## src/rtl/spi_target_pkg.sv

```systemverilog
// Shared constants and state encoding for the SPI register-file responder.
package spi_target_pkg;

  localparam logic [7:0] CMD_WRITE  = 8'h02;
  localparam logic [7:0] CMD_READ   = 8'h03;
  localparam logic [7:0] CMD_STATUS = 8'h05;

  // Byte shifted out whenever nothing meaningful is being returned.
  localparam logic [7:0] IDLE_FILL  = 8'hFF;

  typedef enum logic [2:0] {
    S_IDLE,
    S_CMD,
    S_ADDR,
    S_WDATA,
    S_RDATA,
    S_SDATA,
    S_IGNORE
  } state_t;

endpackage

```

## src/rtl/spi_target_sync.sv

```systemverilog
// Two-flop synchronizer for an asynchronous SPI pin, with optional
// rise/fall detection on the synchronized value.
module spi_sync #(
  parameter bit EDGE    = 1'b1,
  parameter bit RST_VAL = 1'b0
) (
  input  logic clk,
  input  logic rst_n,
  input  logic d,
  output logic q,
  output logic rise,
  output logic fall
);

  logic [1:0] sync;

  // Bring the pin into the clk domain through two flops.
  always_ff @(posedge clk or negedge rst_n) begin
    if (!rst_n) sync <= {2{RST_VAL}};
    else        sync <= {sync[0], d};
  end

  assign q = sync[1];

  generate
    if (EDGE) begin : g_edge
      logic prev;

      // Remember the previous synchronized level for edge detection.
      always_ff @(posedge clk or negedge rst_n) begin
        if (!rst_n) prev <= RST_VAL;
        else        prev <= sync[1];
      end

      assign rise = sync[1] & ~prev;
      assign fall = ~sync[1] & prev;
    end else begin : g_no_edge
      assign rise = 1'b0;
      assign fall = 1'b0;
    end
  endgenerate

endmodule

```

## src/rtl/spi_target.sv

```systemverilog
// SPI responder: command / address / data frames against a small register
// file with auto-increment, plus a status byte and a write strobe.
module spi_target
  import spi_target_pkg::*;
#(
  parameter int AW = 4
) (
  input  logic          CLK,
  input  logic          nRESET,
  input  logic          SCK,
  input  logic          nSS,
  input  logic          MOSI,
  output logic          MISO,
  output logic          MISO_OE,
  input  logic [7:0]    STATUS,
  output logic          WR_STB,
  output logic [AW-1:0] WR_ADDR,
  output logic [7:0]    WR_DATA
);

  localparam int            DEPTH   = 1 << AW;
  localparam logic [AW-1:0] PTR_ONE = {{(AW-1){1'b0}}, 1'b1};

  logic sck_rise, sck_fall, sck_q;
  logic nss_rise, nss_fall, nss_q;
  logic mosi_q, mosi_rise_unused, mosi_fall_unused;

  state_t        state, state_next;
  logic [2:0]    bitcnt;
  logic [6:0]    rx_shift;
  logic [7:0]    tx_shift, tx_next;
  logic [AW-1:0] ptr;
  logic          byte_seen, is_read;
  logic [7:0]    mem [DEPTH];

  logic          selected, byte_done, wr_en;
  logic [7:0]    rx_byte;
  logic [AW-1:0] rx_addr, ptr_inc;

  // SCK idles either level; a spurious edge after reset is ignored while idle.
  spi_sync #(.EDGE(1'b1), .RST_VAL(1'b0)) u_sync_sck (
    .clk(CLK), .rst_n(nRESET), .d(SCK), .q(sck_q), .rise(sck_rise), .fall(sck_fall)
  );

  // nSS resets "low" so a select still held across reset produces no falling
  // edge: the block waits until nSS is seen high and then falls again.
  spi_sync #(.EDGE(1'b1), .RST_VAL(1'b0)) u_sync_nss (
    .clk(CLK), .rst_n(nRESET), .d(nSS), .q(nss_q), .rise(nss_rise), .fall(nss_fall)
  );

  spi_sync #(.EDGE(1'b0), .RST_VAL(1'b0)) u_sync_mosi (
    .clk(CLK), .rst_n(nRESET), .d(MOSI), .q(mosi_q),
    .rise(mosi_rise_unused), .fall(mosi_fall_unused)
  );

  assign selected  = (state != S_IDLE);
  assign byte_done = selected && sck_rise && (bitcnt == 3'd7);
  assign rx_byte   = {rx_shift, mosi_q};
  assign rx_addr   = rx_byte[AW-1:0];
  assign ptr_inc   = ptr + PTR_ONE;
  assign wr_en     = byte_done && (state == S_WDATA);

  assign MISO    = tx_shift[7];
  assign MISO_OE = selected;

  // Frame phase register.
  always_ff @(posedge CLK or negedge nRESET) begin
    if (!nRESET) state <= S_IDLE;
    else         state <= state_next;
  end

  // Phase sequencing: nSS edges override, otherwise advance per completed byte.
  always_comb begin
    state_next = state;
    if (nss_rise) begin
      state_next = S_IDLE;
    end else if (nss_fall) begin
      state_next = S_CMD;
    end else if (byte_done) begin
      case (state)
        S_CMD: begin
          if (rx_byte == CMD_WRITE || rx_byte == CMD_READ) state_next = S_ADDR;
          else if (rx_byte == CMD_STATUS)                  state_next = S_SDATA;
          else                                             state_next = S_IGNORE;
        end
        S_ADDR:  state_next = is_read ? S_RDATA : S_WDATA;
        default: state_next = state;
      endcase
    end
  end

  // Bit shifting, pointer, read prefetch and write strobe.
  always_ff @(posedge CLK or negedge nRESET) begin
    if (!nRESET) begin
      bitcnt    <= 3'd0;
      rx_shift  <= 7'd0;
      tx_shift  <= IDLE_FILL;
      tx_next   <= IDLE_FILL;
      ptr       <= '0;
      byte_seen <= 1'b0;
      is_read   <= 1'b0;
      WR_STB    <= 1'b0;
      WR_ADDR   <= '0;
      WR_DATA   <= 8'h00;
    end else begin
      WR_STB <= 1'b0;
      if (nss_fall) begin
        tx_shift  <= IDLE_FILL;
        tx_next   <= IDLE_FILL;
        bitcnt    <= 3'd0;
        byte_seen <= 1'b0;
      end else if (selected) begin
        if (sck_rise) begin
          rx_shift <= rx_byte[6:0];
          bitcnt   <= bitcnt + 3'd1;
        end
        if (byte_done) begin
          byte_seen <= 1'b1;
          case (state)
            S_CMD: begin
              is_read <= (rx_byte == CMD_READ);
              tx_next <= (rx_byte == CMD_STATUS) ? STATUS : IDLE_FILL;
            end
            S_ADDR: begin
              ptr     <= rx_addr;
              tx_next <= is_read ? mem[rx_addr] : IDLE_FILL;
            end
            S_WDATA: begin
              WR_STB  <= 1'b1;
              WR_ADDR <= ptr;
              WR_DATA <= rx_byte;
              ptr     <= ptr_inc;
            end
            S_RDATA: begin
              ptr     <= ptr_inc;
              tx_next <= mem[ptr_inc];
            end
            S_SDATA: tx_next <= STATUS;
            default: tx_next <= IDLE_FILL;
          endcase
        end
        // The first falling edge of a mode-3 frame (no byte yet) leaves tx_shift alone.
        if (sck_fall) begin
          if (bitcnt != 3'd0)  tx_shift <= {tx_shift[6:0], 1'b1};
          else if (byte_seen)  tx_shift <= tx_next;
        end
        // A completing byte on this same cycle has already been handled above.
        if (nss_rise) bitcnt <= 3'd0;
      end
    end
  end

  // Register file; only whole data bytes of a write frame land here.
  always_ff @(posedge CLK or negedge nRESET) begin
    if (!nRESET) begin
      for (int i = 0; i < DEPTH; i++) mem[i] <= 8'h00;
    end else if (wr_en) begin
      mem[ptr] <= rx_byte;
    end
  end

endmodule

```

## config.mk

```make
export PLATFORM = sky130hd
export DESIGN_NAME = spi_target
export DESIGN_NICKNAME = d
export VERILOG_FILES = /design/src/rtl/spi_target_pkg.sv /design/src/rtl/spi_target_sync.sv /design/src/rtl/spi_target.sv
export SDC_FILE = /design/constraint.sdc
export NUM_CORES = 1
export LEC_CHECK = 0
export CAP_MARGIN = 20
export CORE_ASPECT_RATIO = 2
export CORE_MARGIN = 5
export CORE_UTILIZATION = 60
export CTS_CLUSTER_DIAMETER = 120
export DETAILED_ROUTE_END_ITERATION = 16
export PLACE_DENSITY_LB_ADDON = 0.15
export SLEW_MARGIN = 20
export SYNTH_ARGS = -nofsm -noshare
export SYNTH_HDL_FRONTEND = slang
export SYNTH_SLANG_ARGS = --single-unit
```

## constraint.sdc

```tcl
create_clock -name CLK -period 6.77 [get_ports CLK]
set_clock_uncertainty 0.1 [all_clocks]
set_input_delay 1.0155 -clock CLK [delete_from_list [all_inputs] [get_ports CLK]]
set_output_delay 1.0155 -clock CLK [all_outputs]
set_load 0.01 [all_outputs]
```

==> results.md <==
- The total of flip-flops plus latches after synthesis is 184.
- The detailed router used layers up to and including met4.
- Cell internal power was estimated by the tool at 0.00182 W.
- The share of layout cells above drive strength 1 is 36.6%.
- The leading area contributor after synthesis is sky130_fd_sc_hd__dfrtp_1.
- The most common library cell in the layout ignoring fill and taps is sky130_fd_sc_hd__dfrtp_1.
- The detailed router put a total of 8880 um of wire on met1.
- The min-delay analysis places its worst path in the category reg -> reg.
- Yosys printed 0 warnings.
- The power density relative to cell area is 253 nW/um2.
- The area of the mapped netlist is 9490 um2.
- In the final layout, flip-flops and latches occupy 4630 um2.
- The cell with the biggest individual delay on the critical path is sky130_fd_sc_hd__dfrtp_2.
- The die covers 18600 um2.
- The pin count of the biggest net entering global routing is 91.
- The first global-routing pass estimated 40100 um of wire.
- The setup path with the least slack is of type reg -> reg.
- The layout overhead on the synthesized area is 10.3%.
- In the synthesized netlist, mux cells make up 33.2% of the area.
- The critical path goes through inv_1, ha_1, buf_4, mux4_2, mux4_2, nand2_1, a41oi_1.
- The clock tree root buffer cell is sky130_fd_sc_hd__clkbuf_16.
- The synthesized instance count is 729.
- The number of DRC violations after detailed-routing iteration 0 is 437.
- CTS built an H-tree with a depth of 4.
- The switching part of the total power is 31.2%.
- The area share of the largest cell type after synthesis is 44.3%.
- In this run the most critical hold path is launched from u_sync_nss.sync[0]$_DFF_PN0_.
- The async set or reset register ratio after synthesis is 100%.
- The number of pins with negative max-slew slack in the final report is 0.
- Global routing consumed, over all layers together, 28.9% of the routing resources.
- Gates resized during post-CTS repair numbered 0.
- The number of setup violations in the final report is 0.
- The half-perimeter wire length after detailed placement is 17400 um.
- The clock network burns 36.8% of the power.
- Yosys mapped a number of flops with a built-in enable equal to 0.
- The number of nets in the final layout is 757.
- In this run the critical register-to-register path is launched from ptr[0]$_DFFE_PN0P_.
- The simple-gate portion of the synthesized area is 8.09%.
- The clock reaches the later pin of the worst-skew pair after 0.44 ns.
- At the pin with the least slew margin, the transition time is 1.02 ns.
- Synthesis produced a netlist with a net count of 751.
- The compound-gate portion of the synthesized area is 5.63%.
- The end of the worst register-to-register path is tx_next[3]$_DFFE_PN1P_.
- The worst hold path terminates at u_sync_nss.sync[1]$_DFF_PN0_.
- Combinational logic burns 16.2% of the power.
- In the routed layout, each cell is associated on average with a via count of 6.89.
- The standby leakage power is 4.73 nW.
- The number of hold violations in the final report is 0.
- Buffers added to address setup during post-CTS repair amount to 0.
- Routability-driven placement finished with a final weighted congestion of 0.915.
- For flop-to-flop paths, the worst setup slack is 3.08 ns.
- The flow ran to the end, and the final reports show no timing, DRC or antenna violations.
- The max-cap violation count is 0.
- The adder-cell area share of the yosys netlist is 1.19%.
- Adding up every negative setup slack in the final design gives 0 ns.
- The maximum VDD drop is 171 uV.
- The delay contributed by the slowest stage of the critical path is 1.01 ns.
- The overall routed net length is 25700 um.
- The commonest register cell after synthesis is sky130_fd_sc_hd__dfrtp_1.
- The number of antenna violations at the first check in global routing is 0.
- The worst setup path is launched from a register.
- The type of element capturing the critical path is a register.
- The count of hold buffers inserted by post-cts repair is 0.
- Counting distinct cell types in the post-synthesis netlist gives 53.
- The worst hold path stage count is 0.
- Based on the critical path, the design can be clocked at up to 271 MHz.
- Clock tree synthesis inserted a total of 17 buffers.
- Counting I/O delays and the setup requirement, the final critical path takes 3.69 ns.
- The most frequent cell on the critical path is sky130_fd_sc_hd__mux4_2.
- Summing over every cut layer, the via total after detailed routing is 6534.
- After synthesis, the cell types taking the most area are sky130_fd_sc_hd__dfrtp_1, sky130_fd_sc_hd__mux2_2, sky130_fd_sc_hd__mux4_2.
- The die boundary width is 98.9 um.
- The maximum buffer depth of the clock tree is 2.
- The filler cell count is 1138.
- Sequential cells account for 47.0% of the total power.
- The synthesized netlist devotes 0.369% of its cell area to XOR and XNOR gates.
- The data arrival time of the critical path is 3.90 ns.
- The multi-input combinational cells in the finished layout cover a total of 4630 um2.
- The total overflow left after global routing is 0.
- The first detailed-routing pass ran for 8 iterations.
- STA puts the critical path data required time at 6.98 ns.
- The number of remaining DRC errors is 0.
- The number of top-level pins is 28.
- The met2 wire length is 13300 um.
- After detailed routing, the met3 layer carries 1490 um of wire.
- The TritonCTS clock tree is done.
- The core utilization of the finished layout is 66.7%.
- The critical-path maximum fanout is 35.
- In the final routed layout, each cell accounts on average for 27.0 um.
- The starting density of the core is 60.5%.
- The portion of the clock cycle consumed by the worst path in the final layout is 54.5%.
- The post-CTS clock slew at the launch and capture registers of the worst setup and hold paths is 0.07 ns.
- The CTS sink count is 184.
- The total core area is 15700 um2.
- In this run, placement finished with an instance count of 917.
- In this run the remaining antenna-violating nets after routing total 0.
- The mean instance size in the synthesized netlist is 13.0 um2.
- The count of placed standard cells in the final layout, fillers left out is 949.
- The relative slew slack is 32.1%.
- The main combinational cell family by area after synthesis is multiplexers.
- The total inserted antenna cells is 0.
- Buffers placed on the I/O ports in this run total 27.
- The share of the Yosys chip area taken by registers is 48.7%.
- The switching power total is 0.000825 W.
- After floorplanning, the core was divided into 65 placement rows.
- Counting cells, the worst reg-to-reg path comes to 7.
- The floorplan step set the die height to 188 um.
- Leaving out fill and tap cells, the most frequent cells in the layout are sky130_fd_sc_hd__dfrtp_1, sky130_fd_sc_hd__mux2_2, sky130_fd_sc_hd__nand2_1, sky130_fd_sc_hd__mux4_2, sky130_fd_sc_hd__nor2_1.
- Setup repair after global routing left no endpoint under its margin.
- The number of global-route vias before repair is 6921.
## flip-flops by register name, indices dropped and copies added, names as in the netlist, 2 cells and up
signal and count:
ptr 4, bitcnt 3, WR_ADDR 4, mem 128, state 3, tx_next 8
rx_shift 7, u_sync_mosi.sync 2, tx_shift 8, WR_DATA 8, u_sync_nss.sync 2, u_sync_sck.sync 2
## worst max path at each step
stage	startpoint	end	slack (ns)	depth (start not counted)
floorplan	ptr[0]$_DFFE_PN0P_	tx_next[6]$_DFFE_PN1P_	3.60	12
global placement	ptr[0]$_DFFE_PN0P_	tx_next[3]$_DFFE_PN1P_	3.21	7
detailed placement	ptr[0]$_DFFE_PN0P_	tx_next[3]$_DFFE_PN1P_	3.12	7
CTS	ptr[0]$_DFFE_PN0P_	tx_next[3]$_DFFE_PN1P_	3.08	7
global route	ptr[0]$_DFFE_PN0P_	tx_next[3]$_DFFE_PN1P_	2.83	7
finish	ptr[0]$_DFFE_PN0P_	tx_next[3]$_DFFE_PN1P_	3.08	7
## per-layer routing
metal | up-vias | GRT usage (%)
li1 | 2713 | -
met1 | 3380 | 33.4
met2 | 328 | 48.0
met3 | 113 | 5.14
met4 | 0 | 20.0
met5 | - | 0
## worst max-delay path: cells and delay by family, from the launching register on
family	cells	cell delay [ns]
simple gates	1	0.09
flops	1	1.01
fa+ha+maj	1	0.73
buf+inv	2	0.65
mux	2	0.84
compound gates	1	0.12
## through the flow
stage	instance area, um2	hold slack [ns]	power (W)	worst slack [ns]
after floorplan	9490	0.231	0.00155	3.60
after global placement	9880	0.237	0.00168	3.21
after detailed placement	9880	0.242	0.00169	3.12
after CTS	10500	0.268	0.00266	3.08
after global routing	10500	0.273	0.00276	2.83
final	10500	0.265	0.00265	3.08
## area by class of cell
class                   count  share of cell area, %
multi-input cells         484                   44.2
clock inverters            14                   1.31
flip-flops and latches    184                   44.2
well taps                 201                   2.40
repair buffers             37                   3.31
inverters                  11                  0.394
clock buffers              18                   4.19
## cell families after synthesis
| family | after synthesis |
|---|---|
| simple gates | 166 |
| buf+inv | 61 |
| xor+xnor | 4 |
| mux | 226 |
| flops | 184 |
| fa+ha+maj | 9 |
| compound gates | 79 |
## power groups by stage
stage | Clock [W] | Sequential (W) | Combinational [W]
after floorplan | 0 | 0.00118 | 0.000362
after global placement | 0 | 0.00126 | 0.000420
after detailed placement | 0 | 0.00126 | 0.000427
after CTS | 0.000987 | 0.00124 | 0.000430
after global routing | 0.00104 | 0.00125 | 0.000466
final | 0.000975 | 0.00124 | 0.000430
## cells in the mapped netlist (7+ instances only)
master / number
sky130_fd_sc_hd__dfrtp_1: 168
sky130_fd_sc_hd__mux2_2: 146
sky130_fd_sc_hd__nand2_1: 84
sky130_fd_sc_hd__mux4_2: 56
sky130_fd_sc_hd__clkbuf_1: 28
sky130_fd_sc_hd__nor2_1: 27
sky130_fd_sc_hd__mux2i_1: 20
sky130_fd_sc_hd__a21oi_1: 19
sky130_fd_sc_hd__dfstp_2: 16
sky130_fd_sc_hd__buf_2: 15
sky130_fd_sc_hd__o21ai_0: 15
sky130_fd_sc_hd__nand3_1: 12
sky130_fd_sc_hd__inv_1: 11
sky130_fd_sc_hd__ha_1: 9
sky130_fd_sc_hd__nand4_1: 8
sky130_fd_sc_hd__a211o_1: 7
(Power assumes the default switching activity.)
